===== config.mk =====
export PLATFORM = sky130hd
export DESIGN_NAME = dir_input_conditioner
export DESIGN_NICKNAME = d
export VERILOG_FILES = /design/src/rtl/dir_input_conditioner.sv
export SDC_FILE = /design/constraint.sdc
export NUM_CORES = 1
export LEC_CHECK = 0
export ABC_AREA = 1
export CORE_ASPECT_RATIO = 0.9
export CORE_UTILIZATION = 53
export CTS_CLUSTER_SIZE = 16
export DETAILED_ROUTE_END_ITERATION = 6
export HOLD_SLACK_MARGIN = 0.12
export PLACE_DENSITY = 0.77
export SYNTH_ARGS = -nofsm -noshare
export SYNTH_HDL_FRONTEND = slang
export SYNTH_SLANG_ARGS = --single-unit

===== constraint.sdc =====
create_clock -name clk -period 1.6 [get_ports clk]
set_clock_uncertainty 0.15 [all_clocks]
set_input_delay 0.32 -clock clk [delete_from_list [all_inputs] [get_ports clk]]
set_output_delay 0.32 -clock clk [all_outputs]
set_load 0.005 [all_outputs]

===== src/rtl/dir_input_conditioner.sv =====
// rtl/dir_input_conditioner.sv - debounced one-hot direction strobes from four raw pushbuttons
module dir_input_conditioner #(
    parameter int DEBOUNCE_CYCLES = 4,
    parameter int CNT_W           = $clog2(DEBOUNCE_CYCLES + 1)
) (
    input  logic       clk,
    input  logic       reset,
    input  logic       btn_n,
    input  logic       btn_s,
    input  logic       btn_e,
    input  logic       btn_w,
    output logic       n,
    output logic       s,
    output logic       e,
    output logic       w,
    output logic       conflict,
    output logic [7:0] press_count
);

    typedef enum logic [1:0] {
        IDLE    = 2'd0,
        QUALIFY = 2'd1,
        FIRE    = 2'd2,
        RELEASE = 2'd3
    } state_t;

    localparam logic [CNT_W-1:0] CNT_FULL = CNT_W'(DEBOUNCE_CYCLES);
    localparam logic [CNT_W-1:0] CNT_LAST = CNT_W'(DEBOUNCE_CYCLES - 1);

    logic [3:0]       r_sync1;
    logic [3:0]       r_sync2;
    state_t           r_state;
    logic [3:0]       r_cand;
    logic [CNT_W-1:0] r_cnt;
    logic [3:0]       r_dir;
    logic             r_conflict;
    logic [7:0]       r_press_count;

    logic [3:0]       w_sv;
    logic             w_onehot;

    assign w_sv     = r_sync2;
    assign w_onehot = (w_sv != 4'd0) && ((w_sv & (w_sv - 4'd1)) == 4'd0);

    always_ff @(posedge clk or negedge reset) begin
        if (!reset) begin
            r_sync1       <= 4'd0;
            r_sync2       <= 4'd0;
            r_state       <= IDLE;
            r_cand        <= 4'd0;
            r_cnt         <= '0;
            r_dir         <= 4'd0;
            r_conflict    <= 1'b0;
            r_press_count <= 8'd0;
        end else begin
            r_sync1    <= {btn_n, btn_s, btn_e, btn_w};
            r_sync2    <= r_sync1;
            r_dir      <= 4'd0;
            r_conflict <= 1'b0;
            case (r_state)
                IDLE: begin
                    if (w_onehot) begin
                        r_cand  <= w_sv;
                        r_cnt   <= CNT_W'(1);
                        r_state <= QUALIFY;
                    end else if (w_sv != 4'd0) begin
                        r_conflict <= 1'b1;
                        r_cnt      <= '0;
                        r_state    <= RELEASE;
                    end
                end
                QUALIFY: begin
                    if (w_sv == r_cand) begin
                        if (r_cnt == CNT_FULL) begin
                            // Strobe is registered on the same edge that enters FIRE.
                            r_dir         <= r_cand;
                            r_press_count <= r_press_count + 8'd1;
                            r_state       <= FIRE;
                        end else begin
                            r_cnt <= r_cnt + CNT_W'(1);
                        end
                    end else if (w_sv == 4'd0) begin
                        r_cnt   <= '0;
                        r_state <= IDLE;
                    end else begin
                        r_conflict <= 1'b1;
                        r_cnt      <= '0;
                        r_state    <= RELEASE;
                    end
                end
                FIRE: begin
                    r_cnt   <= '0;
                    r_state <= RELEASE;
                end
                RELEASE: begin
                    // Any activity restarts the all-released run; the run's final sample re-arms IDLE.
                    if (w_sv != 4'd0) begin
                        r_cnt <= '0;
                    end else if (r_cnt == CNT_LAST) begin
                        r_cnt   <= '0;
                        r_state <= IDLE;
                    end else begin
                        r_cnt <= r_cnt + CNT_W'(1);
                    end
                end
                default: begin
                    r_cnt   <= '0;
                    r_state <= IDLE;
                end
            endcase
        end
    end

    assign {n, s, e, w} = r_dir;
    assign conflict     = r_conflict;
    assign press_count  = r_press_count;

endmodule

==> results.tsv, run 1 <==
metric	value	unit
status	finished with violations	
failed_checks	setup timing	
clockBufferDepth	2	
synth_cell_types	19	
critPathLaunchType	flop	
total_power	0.002150	W
netlist_area	1438	µm²
fp.dieW	56.90	µm
crit_start	r_cnt[0]	
tightestPinTransition	281.3	ps
worstHoldPathType	primary input to asynchronous set/reset pin	
syn_inst	172	
yosysSeqAreaShare	0.5222	
regToRegStartpoint	r_cnt[0]	
clk_pin_slew_worst_paths	100	ps
grt_max_degree	31	
dp_hpwl	2.042	mm
core	2510	µm²
fmax	621.4	MHz
rsz0062_at_grt	true	
drt_pass1_iterations	4	
drt_wl_total	3.150	mm
arrival	1720	ps
finalSetupViolations	2	
endpoint_kind	flop	
num-nets-final	228	
dp_slack	-93.17	ps
placed_cell_area	1742	µm²
synth-main-ff-cell	dfrtp_1	
drc_errors	0	
avgSynthCellArea	8.358	µm²
p_leak	1.049	nW
r2r_cells	8	
critPathCapture	r_state[1]	
fin_ws	-9.315	ps
hold_violations	0	
cts_sinks	30	
fp.dieH	51.41	µm
h-tree-depth	2	
slew_viol_final	0	
powerDensity	1078	nW/µm²
yosysTopAreaCell	dfrtp_1	
ff2ff_setup_slack	-9	ps
vias	1267	
fill_cells	179	
grt_overflow	0	
grt_pass1_wl	4.878	mm
antenna_cells	0	
postCtsHoldBufs	0	
gp_congestion	0.8490	
drt_iter0_drc	85	
post_route_cells_drive_above_1_share	0.3028	
wire_per_inst	12.80	µm
vias_per_cell	5.150	
syn_nets	183	
antenna_left	0	
crit_required	1710	ps
r2r-end	r_state[1]	
cts_tree	built	
synth_top_area_share	0.5222	
initial_core_util	0.5728	
synth_edf_count	0	
synth-seq-cells	30	
postLayoutCellArea	1996	µm²
period_needed	1609	ps
antenna_found_initial	0	
dieArea	2925	µm²
cts_buffers	5	
holdWs	184.3	ps
clk_latency	330	ps
cap_violations	0	
root_buffer	clkbuf_4	
grt_pass1_vias	1196	
critPathMaxFanout	3	
synthArstFlopShare	1.000	
ir_worst_vdd	0.7571	mV
slew_headroom	0.8118	
syn_to_final_growth	38.82	%
std_cell_rows	17	
grt_use_total	0.2296	
ioPinCount	19	
io_buffer_count	18	
critPathKind	flop to flop	
min_period_over_period	1.006	
synth_area_leaders	dfrtp_1, nand2_1, inv_1, ha_1, o21ai_0	
synth-warning-count	0	
layer usage:
metal,track usage,part of all wire,vias to the layer above
met5,0,0,-
met4,0.1260,0.028,0
met3,0.07342,0.045,9
met2,0.3765,0.51,36
met1,0.2688,0.41,600
li1,-,-,622
critical path, cell delays in order, from the launching register on:
cell and delay (ps):
dfrtp_1 440, ha_4 170, ha_4 120, inv_2 40, o21ai_2 150, inv_1 90, nor2_2 150, nand2_2 80
o21ai_2 150
cell usage after synthesis (all sizes together), types with 2 or more instances:
cell type   n
dfrtp      30
ha          5
inv        21
nand2      65
nand3       8
nand4       4
nor2       18
o21ai      10
xnor2       5
xor2        2
sequential cells by signal, indices dropped and copies added, names as in the netlist:
name,count
r_state,2
press_count,8
r_cnt,3
r_sync1,4
r_cand,4
conflict,1
r_dir,4
r_sync2,4
cells in the final DEF (no fill, tap or decap), types with 2 or more instances in the layout:
| cell type | count |
|---|---|
| dfrtp_1 | 29 |
| nor2_4 | 4 |
| inv_2 | 7 |
| dlygate4sd2_1 | 13 |
| nand3_1 | 7 |
| buf_12 | 2 |
| ha_1 | 2 |
| nor2_2 | 6 |
| xnor2_1 | 5 |
| inv_1 | 14 |
| nand2_4 | 2 |
| o21ai_0 | 6 |
| clkdlybuf4s50_1 | 5 |
| clkbuf_4 | 5 |
| ha_4 | 3 |
| buf_4 | 17 |
| nor2_1 | 8 |
| nand2_1 | 55 |
| o21ai_2 | 3 |
| nand2_2 | 9 |
| nand4_1 | 4 |
| xor2_1 | 2 |
area by class of cell:
class                      instances  area, µm²  area share
sequential                        30      752.0      0.3768
inverter                          21      78.83     0.03950
timing repair buffer              38      342.8      0.1718
clock buffer                       6      51.30     0.02571
multi-input combinational        121      723.2      0.3624
clock inverter                     2      12.51    0.006270
tap                               28      35.03     0.01755
repair_timing:
| item | in CTS | in global routing |
|---|---|---|
| gates cloned | 0 | 1 |
| endpoints found under the setup margin | 19 | 20 |
| setup buffers | 8 | 2 |
| pin swaps | 0 | 8 |
| resized for setup | 18 | 33 |
worst min-delay path by stage:
stage,start,to,cells past startpoint,slack [ps]
2_1_floorplan,reset,conflict,0,-130
3_3_place_gp,r_sync1[0],r_sync2[0],0,180
3_5_place_dp,r_sync1[2],r_sync2[2],0,180
4_1_cts,reset,r_state[0],2,180
5_1_grt,reset,r_state[0],2,180
6_report,reset,r_state[1],2,180
power breakdown:
group	switching [W]	total, W	internal [W]
Clock	0.000266	0.000476	0.000211
Combinational	0.000444	0.000734	0.000290
Sequential	0.0000803	0.000940	0.000860
kinds of logic after synthesis:
logic type | after synthesis | synth area share
XOR/XNOR | 7 | 0.04265
buffers and inverters | 22 | 0.06266
flip-flops | 30 | 0.5222
AO/OA/AOI/OAI | 12 | 0.04612
adder cells (fa/ha/maj) | 5 | 0.04352
AND/OR/NAND/NOR | 96 | 0.2828
stage by stage:
| step | util | instances | setup TNS (ps) |
|---|---|---|---|
| 3_3_place_gp | 0.6939 | 227 | 0 |
| 5_1_grt | 0.7951 | 246 | -1127 |
| 6_report | 0.7951 | 246 | -11.81 |
| 3_5_place_dp | 0.6939 | 227 | -94.57 |
| 2_1_floorplan | - | 172 | 0 |
| 4_1_cts | 0.7413 | 243 | -2.507 |
(Power assumes the default switching activity.)
==> run 2, diff against run 1 <==
- CTS_CLUSTER_SIZE: 16 -> not set
- GPL_ROUTABILITY_DRIVEN: not set -> 0
- SKIP_CTS_REPAIR_TIMING: not set -> 1
==> run 2 against run 1 <==
Net effect:
- the run still ends with setup timing left
- power rose by 5.1%
- non-clock buffer count rose by 6
- sequential share of layout area fell by 2.0 points
- core utilization rose by 4.6 points
- clock power rose by 2%
- hold slack got worse by 6.4 ps
- worst setup slack got worse by 20 ps
- die area did not move
- critical path type unchanged
- largest power group unchanged
==> results.tsv, run 2 (synthesis results as in run 1) <==
metric	value	unit
num-nets-final	234	
cts_tree	built	
hold_violations	0	
clk_latency	340	ps
cp_top_family	simple AND/OR/NAND/NOR gates	
placed_cell_area	1742	µm²
clk_pin_slew_worst_paths	110	ps
critPathKind	flop to flop	
crit_buf_inv	1	
root_buffer	clkbuf_4	
power_switching_share	0.3861	
endpoint_kind	flop	
crit_required	1660	ps
fp.dieH	51.41	µm
grt_use_total	0.2162	
ir_worst_vdd	0.7651	mV
largest_register_ffs	8	
p_switching	0.0008723	W
final_cell_mix	nand2_1, dfrtp_1, buf_4, nand2_2, inv_1	
cap_violations	0	
core	2510	µm²
vias_per_cell	5.333	
initial_core_util	0.5728	
p_seq_frac	0.417	
final_common_cell	nand2_1	
crit_start	r_cand[3]	
post_route_cells_drive_above_1_share	0.3661	
drt_pass1_iterations	4	
wire_per_inst	15.00	µm
fin_ws	-29.50	ps
worstHoldPathType	primary input to asynchronous set/reset pin	
slew_headroom	0.7314	
max_stage_delay	390	ps
clockBufferDepth	2	
min_period_over_period	1.018	
postLayoutCellArea	2112	µm²
drc_errors	0	
powerDensity	1070	nW/µm²
slew_viol_final	0	
dp_hpwl	2.042	mm
io_buffer_count	18	
tightestPinTransition	401.4	ps
status	finished with violations	
period_needed	1629	ps
grt_pass1_vias	1156	
drt_wl_total	3.781	mm
cpMostUsedCell	nand2_1	
antenna_found_initial	0	
antenna_cells	0	
h-tree-depth	2	
critPathMaxFanout	6	
std_cell_rows	17	
power_frac_comb	0.367	
p_clk_frac	0.216	
critPathLaunchType	flop	
cts_buffers	5	
fmax	613.7	MHz
syn_to_final_growth	46.91	%
regToRegStartpoint	r_cand[3]	
drt_iter0_drc	79	
arrival	1690	ps
ioPinCount	19	
grt_max_degree	31	
internal_power	0.001387	W
cpMaxStageDelayCell	dfrtp_1	
grt_overflow	0	
path_cells	inv_1 > nand2_1 > nand2_2 > nor2_4 > nand2_2 > nor2_4 > nand2_4 > nand2_1 > nand2_1	
dieArea	2925	µm²
antenna_left	0	
grt_pass1_wl	4.581	mm
fp.dieW	56.90	µm
rsz0062_at_grt	true	
failed_checks	setup timing	
vias	1344	
cts_sinks	30	
total_power	0.002259	W
p_leak	1.271	nW
finalSetupViolations	10	
-- run 2: cell count changes in the layout (fill, tap and decap cells not counted), sizes merged --
| cell | before | now |
|---|---|---|
| dlygate4sd2 | 13 | 0 |
| buf | 20 | 26 |
| dlymetal6s2s | 0 | 13 |
-- run 2: metal layers --
metal | vias to the layer above | global-route usage | share of wire | routed length, µm
met4 | 0 | 0.1301 | 0.024 | 90
met5 | - | 0 | 0 | 0
met1 | 625 | 0.2604 | 0.40 | 1495
li1 | 638 | - | - | -
met3 | 16 | 0.06835 | 0.060 | 226
met2 | 65 | 0.3412 | 0.52 | 1968
-- run 2: final timing paths --
kind,end,slack [ps],cells past startpoint
min reg2reg,r_sync2[0],210,0
max,press_count[7],-30,9
min in group clk,r_sync2[0],210,0
max reg2reg,press_count[7],-30,9
max in group asynchronous,r_sync2[0],940,2
min,r_state[1],180,2
-- run 2: cell type report --
type                       count  area (µm²)
multi-input combinational    121       733.2
sequential                    30       754.5
clock buffer                   6       51.30
clock inverter                 2       12.51
fill                         142       397.9
timing repair buffer          44       444.2
tap                           28       35.03
inverter                      21       81.33
-- run 2: power groups by stage --
| stage | Clock, W | Sequential [W] | Combinational (W) |
|---|---|---|---|
| after global placement | 0 | 0.000940 | 0.000518 |
| after global routing | 0.000535 | 0.000957 | 0.000888 |
| after floorplan | 0 | 0.000932 | 0.000353 |
| after CTS | 0.000491 | 0.000930 | 0.000560 |
| after detailed placement | 0 | 0.000946 | 0.000557 |
| final | 0.000487 | 0.000943 | 0.000829 |
-- run 2: stage by stage --
stage	utilization	TNS [ps]	hold WS, ps	cells	worst slack (ps)
after global placement	0.6939	0	181.3	227	42.01
after detailed placement	0.6939	-94.57	184.7	227	-93.17
final	0.8415	-192.0	177.9	252	-29.50
after global routing	0.8415	-1411	174.6	252	-113.9
after CTS	0.7193	-1696	175.1	235	-218.8
after floorplan	-	0	-125.6	172	151.7
==> run 3, diff against run 2 <==
- ABC_CLOCK_PERIOD_IN_PS: not set -> 1600
==> results of run 3 <==
Final layout, timing and power as in run 2 (identical DEF).
